<file path="config.mk">
export PLATFORM = sky130hd
export DESIGN_NAME = parking_entry_ctrl
export DESIGN_NICKNAME = d
export VERILOG_FILES = /design/src/rtl/parking_entry_ctrl.sv
export SDC_FILE = /design/constraint.sdc
export NUM_CORES = 1
export LEC_CHECK = 0
export BUFFER_PORTS_ARGS = -buffer_cell sky130_fd_sc_hd__buf_2
export CORE_MARGIN = 10
export CORE_UTILIZATION = 35
export CTS_BUF_LIST = sky130_fd_sc_hd__clkbuf_4 sky130_fd_sc_hd__clkbuf_8
export DETAILED_ROUTE_END_ITERATION = 10
export MAX_ROUTING_LAYER = met4
export SLEW_MARGIN = 40
export SYNTH_ARGS = -nofsm -noshare
export SYNTH_HDL_FRONTEND = slang
export SYNTH_SLANG_ARGS = --single-unit
</file>
<file path="constraint.sdc">
create_clock -name clk -period 5.3 [get_ports clk]
set_clock_uncertainty 0.15 [all_clocks]
set_input_delay 0.265 -clock clk [delete_from_list [all_inputs] [get_ports clk]]
set_output_delay 0.265 -clock clk [all_outputs]
set_load 0.01 [all_outputs]
</file>
<file path="src/rtl/parking_entry_ctrl.sv">
// Entry-side parking controller: car detect, button sync/edge, ticket issue, barrier, occupancy.
// Latency: btn sampled at edge k -> ticket_vld in cycle k+1..k+2 -> gate_open from edge k+2.
// Backpressure: none; new entries are blocked while occupancy equals CAPACITY.
module parking_entry_ctrl #(
    parameter int CAPACITY     = 8,
    parameter int OCC_W        = 4,
    parameter int ID_W         = 8,
    parameter int OPEN_TIMEOUT = 16
) (
    input  logic             clk,
    input  logic             rst_n,
    input  logic             car_in,
    input  logic             btn,
    input  logic             car_pass,
    input  logic             exit_evt,
    output logic             ticket_vld,
    output logic [ID_W-1:0]  ticket_id,
    output logic             gate_open,
    output logic             full,
    output logic [OCC_W-1:0] occupancy,
    output logic [2:0]       state
);

    localparam int TMR_W = (OPEN_TIMEOUT > 1) ? $clog2(OPEN_TIMEOUT) : 1;

    typedef enum logic [2:0] {
        IDLE     = 3'd0,
        WAIT_BTN = 3'd1,
        ISSUE    = 3'd2,
        OPEN     = 3'd3,
        PASS     = 3'd4
    } state_t;

    state_t           st;
    logic             b1, b2;
    logic             btn_rise;
    logic [TMR_W-1:0] timer;
    logic [ID_W-1:0]  tkt_cnt;
    logic             pass_done;
    logic             occ_dec;

    assign btn_rise  = b1 & ~b2;
    assign pass_done = (st == PASS) & ~car_pass;
    assign occ_dec   = exit_evt & (occupancy != '0);
    assign full      = (occupancy == OCC_W'(CAPACITY));
    assign state     = st;

    always_ff @(posedge clk or negedge rst_n) begin
        if (!rst_n) begin
            b1 <= 1'b0;
            b2 <= 1'b0;
        end else begin
            b1 <= btn;
            b2 <= b1;
        end
    end

    // Outputs are computed from the next state so they line up with the state register.
    always_ff @(posedge clk or negedge rst_n) begin
        if (!rst_n) begin
            st         <= IDLE;
            ticket_vld <= 1'b0;
            ticket_id  <= '0;
            gate_open  <= 1'b0;
            timer      <= '0;
            tkt_cnt    <= '0;
        end else begin
            ticket_vld <= 1'b0;
            case (st)
                IDLE: begin
                    gate_open <= 1'b0;
                    if (car_in && !full) st <= WAIT_BTN;
                end
                WAIT_BTN: begin
                    if (!car_in) begin
                        st <= IDLE;
                    end else if (btn_rise) begin
                        st         <= ISSUE;
                        ticket_vld <= 1'b1;
                        ticket_id  <= tkt_cnt;
                    end
                end
                ISSUE: begin
                    st        <= OPEN;
                    tkt_cnt   <= tkt_cnt + 1'b1;
                    timer     <= '0;
                    gate_open <= 1'b1;
                end
                OPEN: begin
                    if (car_pass) begin
                        st <= PASS;
                    end else if (timer == TMR_W'(OPEN_TIMEOUT - 1)) begin
                        st        <= IDLE;
                        gate_open <= 1'b0;
                    end else begin
                        timer <= timer + 1'b1;
                    end
                end
                PASS: begin
                    if (!car_pass) begin
                        st        <= IDLE;
                        gate_open <= 1'b0;
                    end
                end
                default: begin
                    st        <= IDLE;
                    gate_open <= 1'b0;
                end
            endcase
        end
    end

    // A completed entry and an exit in the same cycle cancel out.
    always_ff @(posedge clk or negedge rst_n) begin
        if (!rst_n) begin
            occupancy <= '0;
        end else if (pass_done && !exit_evt) begin
            occupancy <= occupancy + OCC_W'(1);
        end else if (occ_dec && !pass_done) begin
            occupancy <= occupancy - OCC_W'(1);
        end
    end

endmodule

</file>
==> impl_metrics.json, run 1 <==
{
  "ant_nets": 0,
  "synth_fa_ha_area_share_pct": 4.498,
  "startpoint": "state[0]",
  "synth.mux.area_fraction_pct": 9.880,
  "rsz0062_at_grt": "false",
  "grt_max_degree": 32,
  "first_global_vias": 1168,
  "synth_edf_count": 0,
  "r2r-start": "state[0]",
  "cts_buffer_depth": 2,
  "r2r_slack_ps": 2550,
  "ys_seq_area_share_pct": 49.80,
  "r2r_cells": 7,
  "wl_met2_um": 1321,
  "rows": 24,
  "syn_area_mm2": 0.001558,
  "ctsHoldBuffers": 2,
  "clk_latency_ps": 280,
  "hold_start": "car_pass",
  "numPortBuffers": 23,
  "drt-pass1-iter-count": 4,
  "hold_depth": 2,
  "r2r_end": "occupancy[3]",
  "worst_setup_path_end_kind": "flop",
  "drt-initial-drc-count": 61,
  "setup-violations-final": 0,
  "required_ps": 5300,
  "power_density_mw_per_mm2": 513.0,
  "p_leak_nw": 0.9112,
  "synth_top_family_by_area": "simple AND/OR/NAND/NOR gates",
  "synth-simple-area-share_pct": 14.70,
  "final_common_cell": "dfrtp_1",
  "fin_ws_ps": 2546,
  "outcome": "finished, final reports clean",
  "drc_errors": 0,
  "start_util_pct": 36.02,
  "clkSlewWorstSetupHoldPaths_ps": 60,
  "synthFlopType": "dfrtp_1",
  "ys_top_cells_by_area": "dfrtp_1 (50%), mux2_4 (7.7%), xnor2_1 (3.4%), ha_1 (3.2%), a21oi_1 (2.2%)",
  "finalCritPeriodShare_pct": 51.97,
  "areaGrowthSynthToFinish_pct": 16.71,
  "final_cell_mix": "dfrtp_1 (31), buf_2 (23), mux2_4 (8)",
  "synthArstFlopShare_pct": 100.0,
  "io-pin-count": 24,
  "p_total_mw": 0.9327,
  "grt_overflow_total": 0,
  "place_ws_ps": 2557,
  "drive_above_1_share_pct": 29.68,
  "top_layer": "met4",
  "finalSetupTns_ps": 0,
  "crit_type": "reg2reg",
  "path_max_fanout": 11,
  "regArea_um2": 775.7,
  "final_max_slew_viol_count": 0,
  "dp_hpwl_um": 2151,
  "diodes": 0,
  "die_y_um": 86.72,
  "startpoint_type": "flop",
  "synthXorXnorAreaFrac_pct": 5.622,
  "final_nets": 166,
  "final_hold_viol_count": 0,
  "synth.top_cell.area_share_pct": 49.80,
  "period_minus_slack_ps": 2754,
  "drt_wl_total_um": 2966,
  "viasPerCell": 5.174,
  "postCtsResizedCells": 0,
  "post-cts-setup-buffers": 0,
  "arrival_ps": 2760,
  "syn_inst": 128,
  "hold_path_end": "state[2]",
  "num_vias": 1071,
  "nFillCells": 437,
  "synth_compound_area_share_pct": 11.08,
  "syn_avg_cell_area_um2": 12.17,
  "peakVddDrop_mv": 0.1844,
  "die_w_um": 86.72,
  "multi_input_comb_area_um2": 713.2,
  "antenna_found_initial": 0,
  "wl_met3_um": 208,
  "met1_length_um": 1391,
  "gp_congestion": 0.8868,
  "dp.cells": 198,
  "final_cells": 207,
  "ys_ff_latch": 31,
  "fmaxAchievable_mhz": 363.1,
  "synth_fp_nets": 139,
  "die-area_mm2": 0.007519,
  "grt_usage_pct": 8.992,
  "synth.largest_area_cell": "dfrtp_1",
  "hold_path_class": "in2reg",
  "yosys_warnings": 0,
  "ys_types": 46,
  "cts.htree.levels": 2,
  "cts_root_buf": "clkbuf_8",
  "hold_slack_ps": 134.7,
  "wire_per_inst_um": 14.33,
  "cap_violations": 0,
  "cts_sinks": 31,
  "tightest_slew_ps": 743.0,
  "core-area_mm2": 0.004324,
  "relSlewSlack_pct": 49.77,
  "cts_buffers": 5,
  "cts_tree": "yes",
  "grt_pass1_wl_um": 5340
}
==> flip-flops by register name (all words and copies together) (netlist names) <==
register    count
b1              1
b2              1
gate_open       1
occupancy       4
state           3
ticket_id       8
ticket_vld      1
timer           4
tkt_cnt         8
==> cells by family (layout without fill, tap and decap cells) <==
family                     after synthesis  after routing
AOI/OAI and AO/OA                       25             25
xor gates and xnor gates                10             10
adders and majority gates                5              5
buffers and inverters                   11             38
DFF                                     31             31
muxes                                   11             11
and+or+nand+nor                         35             35
==> layout make-up <==
| type | count | area share (%) |
|---|---|---|
| Multi-Input combinational cell | 86 | 39.23 |
| Tap cell | 52 | 3.579 |
| Clock inverter | 1 | 1.652 |
| Clock buffer | 6 | 4.198 |
| Sequential cell | 31 | 42.67 |
| Inverter | 6 | 1.239 |
| Timing Repair Buffer | 25 | 7.433 |
==> cell usage after synthesis (3+ instances only) <==
cell and number:
xnor2_1 6, nand3_1 6, ha_1 4, a21o_1 4, a21oi_1 7, xor2_1 4
inv_1 6, nor2_1 3, nand2_1 5, buf_6 3, dfrtp_1 31, mux2_4 8
==> worst max-delay path by stage <==
stage,end,slack (ps),depth (start not counted)
after floorplan,occupancy[3],2810,8
after global placement,occupancy[3],2720,7
after detailed placement,occupancy[3],2560,7
after CTS,occupancy[3],2550,7
after global routing,occupancy[3],2270,7
final,occupancy[3],2550,7
==> power breakdown <==
part           switching, mW  internal (mW)  total [mW]  leakage, nW
Sequential            0.0888          0.307       0.396        0.398
Combinational          0.147          0.165       0.312        0.459
Clock                 0.0818          0.143       0.224       0.0547
==> routing by layer <==
metal  GRT usage, %  vias to the layer above
li1               -                      513
met1          10.15                      522
met2          13.62                       29
met3          3.940                        7
met4          3.682                        0
met5              -                        -
==> per-stage QoR <==
stage                     utilization, %  instance area [um2]
after global placement             39.12                 1692
after CTS                          42.04                 1818
final                              42.04                 1818
after global routing               42.04                 1818
after floorplan                        -                 1558
after detailed placement           39.12                 1692
==> worst max-delay path: stages (launching register included) <==
cell      delay, ps
dfrtp_1         490
nor4b_1         720
nand2b_1        230
ha_1            370
a21oi_1         220
a211oi_1        120
a311oi_1        260
a21oi_1          70
Power figures use the tool's default switching activity.
==> inputs of run 2 (changes only) <==
==> constraint.sdc (replaced) <==
create_clock -name clk -period 2.8 [get_ports clk]
set_clock_uncertainty 0.15 [all_clocks]
set_input_delay 0.14 -clock clk [delete_from_list [all_inputs] [get_ports clk]]
set_output_delay 0.14 -clock clk [all_outputs]
set_load 0.01 [all_outputs]
==> impl_metrics.json, run 2 (same netlist as run 1, synthesis figures left out) <==
{
  "outcome": "finished, final reports clean",
  "die_y_um": 86.72,
  "p_total_mw": 1.742,
  "finalCritPeriodShare_pct": 85.77,
  "fmaxAchievable_mhz": 416.4,
  "rsz0062_at_grt": "false",
  "num_vias": 1090,
  "dp_hpwl_um": 2246,
  "r2r_slack_ps": 400,
  "drc_errors": 0,
  "final_cell_mix": "dfrtp_1 (31), buf_2 (23), mux2_4 (8)",
  "placed_area_mm2": 0.001699,
  "hold_slack_ps": 19.44,
  "hold_start": "car_pass",
  "r2r-start": "state[0]",
  "cts.htree.levels": 2,
  "post-cts-setup-buffers": 0,
  "relSlewSlack_pct": 52.90,
  "cts_tree": "yes",
  "wire_per_inst_um": 15.12,
  "r2r_cells": 7,
  "grt_overflow_total": 0,
  "cts_buffer_depth": 2,
  "peakVddDrop_mv": 0.3659,
  "ant_nets": 0,
  "grt_max_degree": 32,
  "p_leak_nw": 0.9125,
  "cap_violations": 0,
  "cts_buffers": 5,
  "hold_depth": 2,
  "final_cells": 209,
  "clkSlewWorstSetupHoldPaths_ps": 70,
  "power_density_mw_per_mm2": 955.8,
  "period_minus_slack_ps": 2402,
  "dp.cells": 199,
  "crit_type": "reg2reg",
  "viasPerCell": 5.215,
  "path_max_fanout": 11,
  "grt_usage_pct": 9.333,
  "antenna_found_initial": 0,
  "cts_root_buf": "clkbuf_8",
  "final_hold_viol_count": 0,
  "die_w_um": 86.72,
  "io-pin-count": 24,
  "clk_latency_ps": 280,
  "numPortBuffers": 23,
  "startpoint_type": "flop",
  "final_max_slew_viol_count": 0,
  "arrival_ps": 2410,
  "diodes": 0,
  "hold_path_class": "in2reg",
  "start_util_pct": 36.02,
  "r2r_end": "occupancy[3]",
  "first_global_vias": 1141,
  "hold_path_end": "state[2]",
  "areaGrowthSynthToFinish_pct": 17.03,
  "drive_above_1_share_pct": 30.57,
  "drt-pass1-iter-count": 4,
  "core-area_mm2": 0.004324,
  "drt-initial-drc-count": 66,
  "setup-violations-final": 0,
  "finalSetupTns_ps": 0,
  "worst_setup_path_end_kind": "flop",
  "final_nets": 167,
  "grt_pass1_wl_um": 5485,
  "gp_congestion": 0.8984,
  "final_common_cell": "dfrtp_1",
  "rows": 24,
  "required_ps": 2810,
  "die-area_mm2": 0.007519,
  "reg_top3": "ticket_id x8, tkt_cnt x8",
  "tightest_slew_ps": 706.5,
  "cts_sinks": 31,
  "postLayoutCellArea_mm2": 0.001823,
  "drt_wl_total_um": 3161
}
-- run 2: report_power, final --
group / switching (mW) / total, mW / internal [mW]
registers: 0.171 / 0.752 / 0.581
clock network: 0.167 / 0.391 / 0.223
logic: 0.283 / 0.600 / 0.316
total: 0.622 / 1.74 / 1.12
-- run 2: layer usage --
metal	share of wire [%]	track usage, %
met4	0.76	3.093
met2	45	13.96
met5	0	-
met3	5.6	3.659
met1	48	11.22
-- run 2: how the worst max path moves through the flow --
stage	from	endpoint	slack, ps	cells past startpoint
after detailed placement	state[0]	occupancy[3]	410	7
after CTS	state[0]	occupancy[3]	400	7
final	state[0]	occupancy[3]	400	7
after floorplan	state[0]	occupancy[3]	310	8
after global placement	state[0]	occupancy[3]	520	7
after global routing	state[0]	occupancy[3]	150	7
-- run 2: what timing repair did --
item	4_1_cts	5_1_grt
endpoints found under the hold margin	32	0
resized for setup	0	0
hold buffers	2	0
-- run 2: through the flow --
stage | utilization [%] | worst slack (ps)
5_1_grt | 42.16 | 153.5
3_3_place_gp | 39.29 | 515.6
4_1_cts | 42.16 | 398.6
3_5_place_dp | 39.29 | 414.8
6_report | 42.16 | 398.4
2_1_floorplan | - | 312.7
-- run 2: layout make-up --
class	instances	area [um2]
Clock buffer	7	96.34
Timing Repair Buffer	26	142.6
Clock inverter	1	7.507
Fill cell	431	2501
Multi-Input combinational cell	86	713.2
Sequential cell	31	775.7
Tap cell	52	65.06
Inverter	6	22.52
-- run 2: critical path, stage by stage, from the launching register on --
cell	delay, ps
dfrtp_1	490
nor4b_1	450
nand2b_1	180
ha_1	350
a21oi_1	220
a211oi_1	120
a311oi_1	250
a21oi_1	70
==> inputs of run 3 (changes only) <==
--- a/config.mk
+++ b/config.mk
@@ -6,6 +6,7 @@
 export NUM_CORES = 1
 export LEC_CHECK = 0
 export BUFFER_PORTS_ARGS = -buffer_cell sky130_fd_sc_hd__buf_2
+export CORE_ASPECT_RATIO = 0.9
 export CORE_MARGIN = 10
 export CORE_UTILIZATION = 35
 export CTS_BUF_LIST = sky130_fd_sc_hd__clkbuf_4 sky130_fd_sc_hd__clkbuf_8
==> impl_metrics.json, run 3 (same netlist as run 1, synthesis figures left out) <==
{
  "outcome": "finished, final reports clean",
  "period_minus_slack_ps": 2320,
  "dp_hpwl_um": 2159,
  "dp.cells": 208,
  "hold_start": "car_pass",
  "ctsHoldBuffers": 2,
  "final_nets": 168,
  "first_global_vias": 1111,
  "crit_type": "reg2reg",
  "hold_path_class": "in2reg",
  "final_cells": 217,
  "core-area_mm2": 0.004184,
  "clkSlewWorstSetupHoldPaths_ps": 70,
  "post-route-util_pct": 43.60,
  "rows": 22,
  "numPortBuffers": 23,
  "final_cell_mix": "dfrtp_1 (31), buf_2 (23), mux2_4 (8)",
  "tightest_slew_ps": 674.1,
  "start_util_pct": 37.23,
  "wl_met2_um": 1348,
  "grt_pass1_wl_um": 5375,
  "grt_max_degree": 32,
  "wire_per_inst_um": 13.65,
  "die-area_mm2": 0.007523,
  "ant_nets": 0,
  "relSlewSlack_pct": 55.06,
  "die_w_um": 90.32,
  "cts_buffers": 5,
  "crit_path_cell_trace": "nor4b_1 -> nand2b_1 -> ha_1 -> nand3_1 -> and3_4 -> a311oi_1 -> a21oi_1",
  "r2r_cells": 7,
  "placed_area_mm2": 0.001717,
  "die_y_um": 83.29,
  "num_vias": 1055,
  "cts_sinks": 31,
  "cts_tree": "yes",
  "finalCritPeriodShare_pct": 82.86,
  "final_hold_viol_count": 0,
  "slowest_delay_ps": 520,
  "power_density_mw_per_mm2": 934.9,
  "worst_setup_path_end_kind": "flop",
  "slowest_stage": "dfrtp_1",
  "cts_buffer_depth": 2,
  "diodes": 0,
  "io-pin-count": 24,
  "postCtsResizedCells": 0,
  "post-cts-setup-buffers": 0,
  "arrival_ps": 2330,
  "p_leak_nw": 0.9139,
  "viasPerCell": 4.862,
  "r2r-start": "state[2]",
  "postLayoutCellArea_mm2": 0.001824,
  "wl_met3_um": 68,
  "required_ps": 2810,
  "drc_errors": 0,
  "top_layer": "met4",
  "finalSetupTns_ps": 0,
  "final_common_cell": "dfrtp_1",
  "cts_root_buf": "clkbuf_8",
  "clk_latency_ps": 280,
  "grt_overflow_total": 0,
  "hold_path_end": "state[2]",
  "drt-pass1-iter-count": 4,
  "peakVddDrop_mv": 0.3810,
  "drive_above_1_share_pct": 30.57,
  "gp_congestion": 0.8243,
  "hold_depth": 2,
  "drt-initial-drc-count": 55,
  "cts.htree.levels": 2,
  "cap_violations": 0,
  "rsz0062_at_grt": "false",
  "antenna_found_initial": 0,
  "areaGrowthSynthToFinish_pct": 17.11,
  "drt_wl_total_um": 2961,
  "nFillCells": 419,
  "r2r_slack_ps": 480,
  "setup-violations-final": 0,
  "startpoint_type": "flop",
  "r2r_end": "occupancy[3]",
  "path_max_fanout": 12,
  "grt_usage_pct": 8.976,
  "final_max_slew_viol_count": 0,
  "reg_top3": "ticket_id x8, tkt_cnt x8",
  "fmaxAchievable_mhz": 431.0,
  "met1_length_um": 1497
}
[run 3: layer usage]
layer  up-vias  track usage, %
met3         5           2.788
li1        513               -
met4         0           4.741
met5         -               -
met2        13           12.47
met1       524           11.36
[run 3: worst max-delay path by stage]
| stage | from | slack, ps | to |
|---|---|---|---|
| CTS | state[2] | 470 | occupancy[3] |
| global placement | state[1] | 550 | occupancy[3] |
| detailed placement | state[2] | 470 | occupancy[3] |
| floorplan | state[0] | 310 | occupancy[3] |
| global route | state[2] | 270 | occupancy[3] |
| finish | state[2] | 480 | occupancy[3] |
[run 3: cell type report]
type	instances	area, um2	share of cell area [%]
Timing Repair Buffer	27	150.1	8.230
Clock buffer	6	82.58	4.527
Sequential cell	31	775.7	42.52
Inverter	6	22.52	1.235
Clock inverter	1	5.005	0.2743
Multi-Input combinational cell	86	713.2	39.09
Tap cell	60	75.07	4.115
[run 3: worst max-delay path: cells and delay by family, from the launching register on]
family,cells,cell delay (ps)
AOI/OAI and AO/OA,2,320
adders and majority gates,1,360
DFF,1,520
and+or+nand+nor,4,850
[run 3: stage by stage]
stage / worst slack [ps] / power (mW) / hold slack [ps]
floorplan: 312.7 / 1.182 / -305.6
global placement: 554.6 / 1.343 / 74.58
detailed placement: 473.5 / 1.368 / 74.56
CTS: 469.9 / 1.731 / 8.917
global route: 268.0 / 1.856 / 22.17
finish: 479.9 / 1.705 / 17.57
[run 3: power by group]
part           internal, mW  switching, mW  leakage (nW)
Sequential            0.581          0.154         0.398
Clock                 0.192          0.156        0.0470
Combinational         0.326          0.296         0.469
